File: config.mk
export PLATFORM = sky130hd
export DESIGN_NAME = pc_branch_unit
export DESIGN_NICKNAME = d
export VERILOG_FILES = /design/src/rtl/pc_branch_unit.sv
export SDC_FILE = /design/constraint.sdc
export NUM_CORES = 1
export LEC_CHECK = 0
export ABC_AREA = 1
export BUFFER_PORTS_ARGS = -buffer_cell sky130_fd_sc_hd__buf_2
export CORE_UTILIZATION = 33
export DETAILED_ROUTE_END_ITERATION = 10
export GPL_ROUTABILITY_DRIVEN = 0
export PLACE_DENSITY = 0.65
export RECOVER_POWER = 25
export SLEW_MARGIN = 20
export SYNTH_ARGS = -nofsm -noshare
export SYNTH_HDL_FRONTEND = slang
export SYNTH_SLANG_ARGS = --single-unit
File: constraint.sdc
create_clock -name clk -period 2.1 [get_ports clk]
set_input_delay 0 -clock clk [delete_from_list [all_inputs] [get_ports clk]]
set_output_delay 0 -clock clk [all_outputs]
set_load 0.01 [all_outputs]
File: src/rtl/pc_branch_unit.sv
// PC / instruction register / ALUOut sequencing stage driven by the multicycle control FSM.
// Resolves branch/jump targets, counts retired and taken instructions, flags illegal controls.
module pc_branch_unit #(
  parameter int unsigned       WIDTH    = 32,
  parameter logic [WIDTH-1:0]  RESET_PC = '0,
  parameter int unsigned       CNT_W    = 16
) (
  input  logic             clk,
  input  logic             rst,
  input  logic             PCWrite,
  input  logic             BEQ,
  input  logic             BNE,
  input  logic [1:0]       PCSrc,
  input  logic             IRWrite,
  input  logic [3:0]       current_state,
  input  logic [WIDTH-1:0] ALUResult,
  input  logic             Zero,
  input  logic [WIDTH-1:0] MemRdData,
  output logic [WIDTH-1:0] PC,
  output logic [WIDTH-1:0] Instr,
  output logic [WIDTH-1:0] ALUOut,
  output logic             PCEn,
  output logic             branch_taken,
  output logic [CNT_W-1:0] retired_count,
  output logic [CNT_W-1:0] taken_count,
  output logic [2:0]       err
);

  logic [WIDTH-1:0] r_pc;
  logic [WIDTH-1:0] r_instr;
  logic [WIDTH-1:0] r_alu_out;
  logic             r_branch_taken;
  logic [CNT_W-1:0] r_retired;
  logic [CNT_W-1:0] r_taken;
  logic [2:0]       r_err;

  logic             w_take;
  logic             w_pcen;
  logic             w_retire;
  logic [WIDTH-1:0] w_pc_next;

  // A conflicting BEQ&BNE request never branches; it is only reported.
  assign w_take = (BEQ & ~BNE & Zero) | (BNE & ~BEQ & ~Zero);
  assign w_pcen = PCWrite | w_take;

  always_comb begin
    w_pc_next = r_pc;
    unique case (PCSrc)
      2'b00:   w_pc_next = ALUResult;
      2'b01:   w_pc_next = r_alu_out;
      2'b10:   w_pc_next = {r_pc[WIDTH-1:28], r_instr[25:0], 2'b00};
      default: w_pc_next = r_pc;
    endcase
  end

  // Retiring states: Mem_Writeback, Mem_Write, ALU_Writeback, Branch_BEQ, Branch_BNE, Jump.
  always_comb begin
    w_retire = 1'b0;
    case (current_state)
      4'd4, 4'd5, 4'd7, 4'd8, 4'd9, 4'd10: w_retire = 1'b1;
      default:                             w_retire = 1'b0;
    endcase
  end

  always_ff @(posedge clk) begin
    if (rst) begin
      r_pc           <= RESET_PC;
      r_instr        <= '0;
      r_alu_out      <= '0;
      r_branch_taken <= 1'b0;
      r_retired      <= '0;
      r_taken        <= '0;
      r_err          <= '0;
    end else begin
      r_alu_out      <= ALUResult;
      r_branch_taken <= w_take;
      if (IRWrite) r_instr <= MemRdData;
      if (w_pcen) r_pc <= {w_pc_next[WIDTH-1:2], 2'b00};
      if (w_take && (r_taken != '1)) r_taken <= r_taken + 1'b1;
      if (w_retire && (r_retired != '1)) r_retired <= r_retired + 1'b1;
      if (w_pcen && (PCSrc == 2'b11)) r_err[0] <= 1'b1;
      if (w_pcen && (w_pc_next[1:0] != 2'b00)) r_err[1] <= 1'b1;
      if (BEQ && BNE) r_err[2] <= 1'b1;
    end
  end

  assign PC            = r_pc;
  assign Instr         = r_instr;
  assign ALUOut        = r_alu_out;
  assign PCEn          = w_pcen;
  assign branch_taken  = r_branch_taken;
  assign retired_count = r_retired;
  assign taken_count   = r_taken;
  assign err           = r_err;

endmodule

# ---- After elaboration in Yosys (flattened, before gate mapping)
# Cells that the tools add are included.
dict set report totals {
  register_bits 130
  input_bits 77
  out_inout_bits 133
  elab_cells 47
}
dict set report classes {
  n_addsub 2
  n_eq_ne 11
  mux 2
  n_bitwise 10
  reduce_logical 12
}
# operator count
set ops {}
lappend ops {{one-hot mux 32 bit (3 select lines)} 1}
lappend ops {{adder 16 x 1 -> 16 bit, second input constant} 2}
lappend ops {{inequality test 16 bit, second input constant} 2}
lappend ops {{equality test 4 x 3 -> 1 bit, second input constant} 3}
lappend ops {{equality test 4 bit, second input constant} 3}
lappend ops {{OR reduction 6 bit} 1}
lappend ops {{logical AND 1 bit} 5}
lappend ops {{bitwise AND 1 bit} 4}
lappend ops {{equality test 2 bit, second input constant} 2}
lappend ops {{inverter 1 bit} 4}
lappend ops {{nonzero test 2 bit} 2}
lappend ops {{AND reduction 3 bit} 1}
lappend ops {{nonzero test 3 bit} 1}
lappend ops {{equality test 2 x 1 -> 1 bit, second input constant} 1}
lappend ops {{logical NOT 2 bit} 1}
lappend ops {{bitwise OR 1 bit} 2}
lappend ops {{AND reduction 2 bit} 1}
lappend ops {{2-to-1 mux 1 bit} 1}

# ---- Logic depth before layout (Yosys ltp)
# Gate-level depths: netlist of run 1.
dict set report depth {
  ltp_word 6
  depth_mapped 10
  ltp_nobuf 9
}

# ---- Worst setup path before layout of run 1
# No wires, ideal clock.
dict set report synth_path {
  path_kind {flip-flop to flip-flop}
  start {register r_retired[0] (netlist: retired_count[0])}
  end {register r_retired[3] (netlist: retired_count[3])}
  arrival_ns 1.435
  required_ns 1.984
  slack_ns 0.549
  path_stages_with_launch 8
  synth_period_minus_slack_ns 1.551
  cell_sequence {dfxtp_1 > ha_1 > nand2_2 > nor2_4 > nand4_2 > buf_6 > a21oi_1 > nor2_2}
}
dict set report synth_via {
  elab_chain_cells 2
}
# item line
set synth_lines {}
lappend synth_lines {{start: declaration} 33} ;# logic [CNT_W-1:0] r_retired;
lappend synth_lines {{start signal: assignment} 80} ;# if (w_retire && (r_retired != '1)) r_retired <= r_retired + 1'b1;
lappend synth_lines {{parallel branches: the longest is 2 deep, another holds adder 16 x 1 -> 16 bit} -}
# Parallel ways; which one is timed is not known.
# A chain may end at the register's enable or synchronous reset.

# ---- Worst setup path in the final report of run 1
dict set report layout_path {
  start {input BEQ}
  end {register r_err[0] (netlist: err[0])}
}
dict set report layout_via {
  elab_chain_cells 6
}
# item line
set layout_lines {}
lappend layout_lines {{start: declaration} 11} ;# input logic BEQ,
lappend layout_lines {{inverter 1 bit} 43} ;# assign w_take = (BEQ & ~BNE & Zero) | (BNE & ~BEQ & ~Zero);
lappend layout_lines {{bitwise AND 1 bit (2 in series)} 43}
lappend layout_lines {{bitwise OR 1 bit *} 43}
lappend layout_lines {{bitwise OR 1 bit *} 44} ;# assign w_pcen = PCWrite | w_take;
lappend layout_lines {{logical AND 1 bit *} 81} ;# if (w_pcen && (PCSrc == 2'b11)) r_err[0] <= 1'b1;
lappend layout_lines {{end signal: assignment} 73} ;# r_err <= '0;
lappend layout_lines {{end signal: assignment} 81}
lappend layout_lines {{end: declaration} 35} ;# logic [2:0] r_err;
# Mark *: on every way between the ends. The rest lies on a longest branch, timed or not.

==> results.cfg, run 1 <==
[run_status]
outcome = finished, final reports clean

[final_layout]
final_util_pct = 48.0
layout-drive-gt1-share_pct = 21.7
syn2layout_area_growth_pct = 42.5
nets = 1194
n_antenna_cell = 0

[global_routing]
grt_pass1_wl_mm = 28.5
antenna_found_initial = 0
grt-ovfl-total = 0
grt.total_usage_pct = 20.2
grt_pass1_vias = 5784
grt_max_degree = 90

[timing]
finalSetupViolations = 0
worst_pin_slew_ps = 957
final.setup.tns_ps = 0
rsz0062_at_grt = no
finalMaxSlewViolations = 0
max_freq_mhz = 554
skew_ps = 7.15
max_slew_margin_pct = 36.2
period_share_pct = 86.0
hold_viol = 0
period_minus_slack_ps = 1810

[floorplanning]
die-area_sq_um = 18100
rows = 48
die_h_microns = 135
boundaryPins = 210
start_util_pct = 33.7
core_sq_um = 17200
die_width_microns = 135

[critical_path]
critPathKind = input port to flip-flop
endpoint_kind = flip-flop
path_max_fanout = 9
arrival_ps = 2090
start_kind = input port
crit_required_ps = 2380

[clock_network]
tritoncts = done
cts_made_buffers = 17
numClockSinks = 130
clk_pin_slew_worst_paths_ps = 60
htreeDepth = 4
post-cts-setup-buffers = 0
insertion_delay_ps = 410
cts_buffer_depth = 2
root_buffer = clkbuf_16

[synth]
ys_ff_latch = 130
synth.avg_cell_area_sq_um = 6.87
syn_inst = 845
synth_edf_count = 0
synth-seq-area-share_pct = 44.8
yosysWarnings = 0
synth_async_sr_flop_share_pct = 0
yosysUniqueCellTypes = 35
synthFlopType = dfxtp_1
syn-cell-area_sq_um = 5810

[place]
dp_hpwl_mm = 12.1
portBuffers = 207

[routing]
totalWireLength_mm = 18.2
ant_nets = 0
vias_per_cell = 4.58
via_count = 6203
drc = 0
wire_per_inst_microns = 13.4
first_pass_iters = 5
drtIter0Drc = 314

[power_and_ir_drop]
vdd_drop_max_mv = 0.598
p_leak_nw = 3.96
powerDensity_nw_per_um2 = 801

[flow_run]
drv_cap = 0

[hold_path]
holdCritPathClass = input port to flip-flop
[synthesized netlist by cell type (all sizes together) (2+ instances only)]
cell / number / area, sq um
nand3b: 3 / 22.5
ha: 2 / 25.0
a21oi: 34 / 170
o211ai: 18 / 135
clkbuf: 18 / 67.6
nand3: 33 / 198
inv: 100 / 378
nand2: 197 / 769
dfxtp: 130 / 2600
o21ai: 48 / 263
nor2: 222 / 876
buf: 19 / 144
o221ai: 8 / 70.1
nand4: 5 / 37.5
[per-layer routing]
layer / share of wire [%] / GRT usage [%] / wire length, microns / vias up
li1: - / - / - / 3165
met1: 42 / 23.3 / 7620 / 2800
met2: 48 / 34.5 / 8710 / 209
met3: 7.5 / 6.68 / 1370 / 29
met4: 2.6 / 7.93 / 472 / 0
met5: 0 / 0 / 0 / -
[flip-flops by register name, summed over array words and instances, names as in the netlist]
register	count
taken_count	16
Instr	32
err	3
branch_taken	1
ALUOut	32
retired_count	16
PC	30
[worst max-delay path, stage by stage]
cell and delay (ps):
dlygate4sd3_1 530, buf_2 130, inv_1 50, nand3_2 40
nand2_1 250, inv_4 200, nand2_4 100, a31oi_1 150
dlygate4sd3_1 590, nor2_1 40
[per-stage QoR]
| stage | power (mW) | instances | instance area (sq um) | hold WS (ps) | worst slack, ps |
|---|---|---|---|---|---|
| 6_report | 6.63 | 1353 | 8280 | 147 | 293 |
| 2_1_floorplan | 3.18 | 846 | 5810 | 107 | 549 |
| 5_1_grt | 6.92 | 1353 | 8280 | 173 | 233 |
| 4_1_cts | 6.72 | 1353 | 8330 | 76.9 | 379 |
| 3_5_place_dp | 3.50 | 1252 | 7030 | 221 | 414 |
| 3_3_place_gp | 3.50 | 1252 | 7030 | 214 | 452 |
[what timing repair did]
action                    in CTS  in global routing
hold endpoints to repair      67                  0
resized for setup              0                  0
hold buffers                  69                  0
[power breakdown]
group,internal (mW),switching [mW]
Sequential,2.61,0.0781
Combinational,0.370,0.492
Clock,1.96,1.12
[cells in the final DEF, fill, tap and decap left out, drive strengths merged, types with 2 or more instances in the layout]
| cell | n |
|---|---|
| o21ai | 48 |
| conb | 2 |
| buf | 186 |
| clkinvlp | 2 |
| clkinv | 4 |
| dlygate4sd3 | 69 |
| clkbuf | 55 |
| a21oi | 34 |
| inv | 101 |
| nand4 | 5 |
| nor2 | 222 |
| nand3b | 3 |
| nand3 | 33 |
| o221ai | 8 |
| bufinv | 3 |
| o211ai | 18 |
| nand2 | 197 |
| ha | 2 |
| dfxtp | 130 |
[cells by family after synthesis]
group | after synthesis | synth area share [%]
compound gates | 110 | 11.2
xor+xnor | 2 | 0.302
fa+ha+maj | 2 | 0.431
buf+inv | 138 | 10.2
flops | 130 | 44.8
other cells | 1 | 0.0646
simple gates | 462 | 33.0
[final timing paths]
check	startpoint	to	slack [ps]	cells past startpoint
max	BEQ	err[0]	290	10
min	rst	taken_count[2]	150	5
max reg2reg	retired_count[0]	retired_count[7]	380	6
min reg2reg	Instr[5]	Instr[5]	480	2
[area by class of cell]
type,count,area [sq um]
clock buffers,23,478
clock inverters,9,129
inverters,101,382
well taps,225,282
repair buffers,287,1790
flip-flops and latches,130,2600
multi-input cells,578,2610
fillers,1751,8960
(Power assumes the default switching activity.)
==> inputs of run 2 (changes only) <==
- CAP_MARGIN: default -> 20
- PLACE_DENSITY: 0.65 -> default
- clock period: 2.1 -> 1.58 ns (I/O delays scaled with it)
==> results.cfg, run 2 (same netlist as run 1, synthesis figures left out) <==
[routing]
vias_per_cell = 4.57
drtIter0Drc = 243
via_count = 6258
first_pass_iters = 5
ant_nets = 0
totalWireLength_mm = 18.7
drc = 0
wire_per_inst_microns = 13.7

[clock_network]
clk_pin_slew_worst_paths_ps = 60
cts_made_buffers = 17
insertion_delay_ps = 410
numClockSinks = 130
htreeDepth = 4
cts_buffer_depth = 2
root_buffer = clkbuf_16
tritoncts = done

[final_layout]
layout_common_cells = nor2_1, buf_2, nand2_1
n_antenna_cell = 0
layout-drive-gt1-share_pct = 25.6
syn2layout_area_growth_pct = 46.3
layout_commonest_cell = nor2_1
nets = 1212
final_util_pct = 49.3

[timing]
period_minus_slack_ps = 1500
period_share_pct = 94.9
worst_slack_ps = 80.4
worst_pin_slew_ps = 964
finalMaxSlewViolations = 0
max_slew_margin_pct = 35.8
whs_ps = 64.1
finalSetupViolations = 0
hold_viol = 0
max_freq_mhz = 667
skew_ps = 8.81

[global_routing]
grt_pass1_vias = 5951
grt_max_degree = 51
grt.total_usage_pct = 20.8
antenna_found_initial = 0
grt-ovfl-total = 0
grt_pass1_wl_mm = 29.4

[flow_run]
drv_cap = 0

[floorplanning]
die_width_microns = 135
rows = 48
die-area_sq_um = 18100
die_h_microns = 135
start_util_pct = 33.7
boundaryPins = 210
core_sq_um = 17200

[critical_path]
start_kind = flip-flop
path_buf_inv = 0
crit_family = simple AND/OR/NAND/NOR gates
rr_endpoint = taken_count[6]
crit_end = taken_count[6]
critPathKind = flip-flop to flip-flop
critPathLaunch = taken_count[14]
r2r_slack_ps = 80
r2r_cells = 5
cp_cell_sequence = nand2_1 > nor2_2 > nand3_2 > a21oi_1 > nor2_1
crit_required_ps = 1890
slowest_stage = nor2_2
crit_cells = 5
arrival_ps = 1810
max_stage_delay_ps = 390
rr_startpoint = taken_count[14]
path_max_fanout = 6
endpoint_kind = flip-flop

[power_and_ir_drop]
p_leak_nw = 4.14
powerDensity_nw_per_um2 = 1020
vdd_drop_max_mv = 0.722

[place]
portBuffers = 207
dpl_worst_slack_ps = -8.64
dp_hpwl_mm = 12.5

[run_status]
outcome = finished, final reports clean

[hold_path]
holdCritPathClass = input port to flip-flop
hp-start = rst
-- run 2: layer usage --
metal  share of wire (%)  track usage [%]  vias to the layer above
met3                 6.2             6.42                       22
met4                 1.6             7.24                        0
met5                   0                0                        -
met2                  49             36.7                      169
li1                    -                -                     3209
met1                  43             23.5                     2858
-- run 2: through the flow --
stage	area, sq um	std cells	total power, mW	setup TNS (ps)
final	8500	1370	8.64	0
after global routing	8500	1370	9.04	-27.7
after CTS	8450	1366	8.73	-18.1
after detailed placement	7180	1266	4.69	-8.64
after global placement	7180	1266	4.68	0
after floorplan	5810	846	4.22	0
-- run 2: final cells by class --
class | instances | area, sq um
multi-input cells | 581 | 2670
flip-flops and latches | 130 | 2610
fillers | 1720 | 8740
clock inverters | 9 | 108
repair buffers | 302 | 1980
inverters | 101 | 384
clock buffers | 22 | 464
well taps | 225 | 282
-- run 2: worst min path at each step --
stage                     cells after the start                to  slack, ps
after floorplan                               2         ALUOut[0]        110
after global routing                          5  retired_count[7]         70
final                                         5  retired_count[8]         60
after detailed placement                      3        ALUOut[17]        220
after global placement                        3        ALUOut[23]        220
after CTS                                     5  retired_count[8]         40
-- run 2: power breakdown --
part	total (mW)	switching, mW	internal [mW]	leakage [nW]
logic	1.19	0.665	0.528	2.79
registers	3.56	0.0978	3.47	1.07
clock network	3.88	1.48	2.39	0.276
total	8.64	2.25	6.39	4.14
-- run 2: worst register-to-register path, delay by kind of cell (launching register included) --
kind / cells / cell delay, ps
DFF: 1 / 380
AOI/OAI and AO/OA: 1 / 190
and+or+nand+nor: 4 / 820
-- run 2: what timing repair did --
action | in CTS | in global routing
pin swaps | 0 | 3
resized for setup | 0 | 8
endpoints found under the setup margin | 2 | 23
endpoints found under the hold margin | 68 | 1
buffers inserted | 0 | 1
hold buffers | 69 | 1
gates cloned | 0 | 3
==> inputs of run 3 (changes only) <==
- CORE_UTILIZATION: 33 -> 45
- PLACE_DENSITY: default -> 0.76
- RECOVER_POWER: 25 -> default
==> results.cfg, run 3 (same netlist as run 1, synthesis figures left out) <==
[floorplanning]
start_util_pct = 46.0
core_sq_um = 12600
rows = 41
die_width_microns = 116
die_h_microns = 116
die-area_sq_um = 13400
boundaryPins = 210

[flow_run]
drv_cap = 0

[power_and_ir_drop]
switching_share_pct = 25.1
powerDensity_nw_per_um2 = 1070
comb_power_share_pct = 13.4
vdd_drop_max_mv = 0.881
p_switching_mw = 2.28
p_int_mw = 6.78
p_leak_nw = 4.18
pwr-share-clk_pct = 47.3
power_frac_seq_pct = 39.4

[final_layout]
fin_area_sq_um = 8490
syn2layout_area_growth_pct = 46.2
final_util_pct = 67.3
nets = 1213
layout_commonest_cell = nor2_1
layout_common_cells = nor2_1, buf_2, nand2_1
layout-drive-gt1-share_pct = 26.3

[place]
portBuffers = 207
dp_hpwl_mm = 11.4
place_area_sq_um = 7090

[global_routing]
grt-ovfl-total = 0
antenna_found_initial = 1
top_usage_layer = met2
grt_pass1_vias = 6153
grt_max_degree = 48
met2_usage_pct = 48.9
grt.total_usage_pct = 28.0
grtUsageMet1_pct = 30.3
grtUsageMet3_pct = 7.64
grt_pass1_wl_mm = 28.8

[critical_path]
cp_cell_sequence = dlygate4sd3_1 > buf_2 > inv_1 > nand3_2 > nand2_4 > inv_6 > nand2_4 > a31oi_1 > dlygate4sd3_1 > nor2_1
endpoint_kind = flip-flop
start_kind = input port
max_stage_delay_ps = 560
slowest_stage = dlygate4sd3_1
crit_family = buffers and inverters
critPathKind = input port to flip-flop
path_buf_inv = 5
path_max_fanout = 5
arrival_ps = 1770
crit_required_ps = 1870

[routing]
drc = 0
drtIter0Drc = 530
vias_per_cell = 4.94
ant_nets = 0
wire_per_inst_microns = 14.2
totalWireLength_mm = 18.7
first_pass_iters = 6
via_count = 6516

[clock_network]
cts_made_buffers = 17
clk_pin_slew_worst_paths_ps = 60
tritoncts = done
numClockSinks = 130
cts_buffer_depth = 2
htreeDepth = 4
root_buffer = clkbuf_16
insertion_delay_ps = 420

[timing]
final.setup.tns_ps = 0
worst_pin_slew_ps = 535
skew_ps = 5.76
period_minus_slack_ps = 1480
finalMaxSlewViolations = 0
max_slew_margin_pct = 64.4
max_freq_mhz = 678
rsz0062_at_grt = no
period_share_pct = 93.4
whs_ps = 12.3
finalSetupViolations = 0
hold_viol = 0

[hold_path]
holdCritPathClass = input port to flip-flop

[run_status]
outcome = finished, final reports clean
run 3: final timing paths:
| path | startpoint | to | slack [ps] | cells after the start |
|---|---|---|---|---|
| worst max-delay path | BEQ | err[0] | 100 | 10 |
| worst min-delay path | Zero | branch_taken | 10 | 5 |
| worst min register to register | err[1] | err[1] | 470 | 2 |
| worst max register to register | taken_count[5] | taken_count[2] | 120 | 7 |
run 3: worst register-to-register path: cells and delay by family (launching register included):
family                 cells  cell delay (ps)
DFF                        1              410
and+or+nand+nor            5              690
buffers and inverters      1               60
AOI/OAI and AO/OA          1              190
run 3: power by group through the flow:
stage	logic (mW)	clock network, mW	registers, mW
floorplan	0.504	0	3.72
global placement	1.03	0	3.62
detailed placement	1.03	0	3.63
CTS	1.18	4.33	3.56
global route	1.33	4.47	3.58
finish	1.21	4.28	3.56
run 3: layer usage:
| metal | wire length, microns | up-vias |
|---|---|---|
| met3 | 1410 | 76 |
| met5 | 0 | - |
| met2 | 9090 | 321 |
| met1 | 7380 | 2909 |
| met4 | 811 | 0 |
| li1 | - | 3210 |
run 3: through the flow:
step / setup slack [ps] / instances / power [mW]
2_1_floorplan: 28.8 / 846 / 4.22
3_3_place_gp: 129 / 1215 / 4.65
3_5_place_dp: 71.0 / 1215 / 4.66
4_1_cts: 61.0 / 1316 / 9.07
5_1_grt: 8.70 / 1320 / 9.39
6_report: 105 / 1320 / 9.05
run 3: area by class of cell:
cell class | instances | area (sq um)
clock inverter | 15 | 215
inverter | 101 | 384
antenna | 1 | 2.50
timing repair buffer | 304 | 1970
clock buffer | 17 | 425
tap | 172 | 215
sequential | 130 | 2600
fill | 1066 | 4130
multi-input combinational | 580 | 2670
run 3: repair_timing:
action / 4_1_cts / 5_1_grt
hold buffers: 69 / 0
setup buffers: 0 / 1
gates resized for setup: 0 / 7
setup endpoints to repair: 0 / 16
endpoints found under the hold margin: 68 / 0
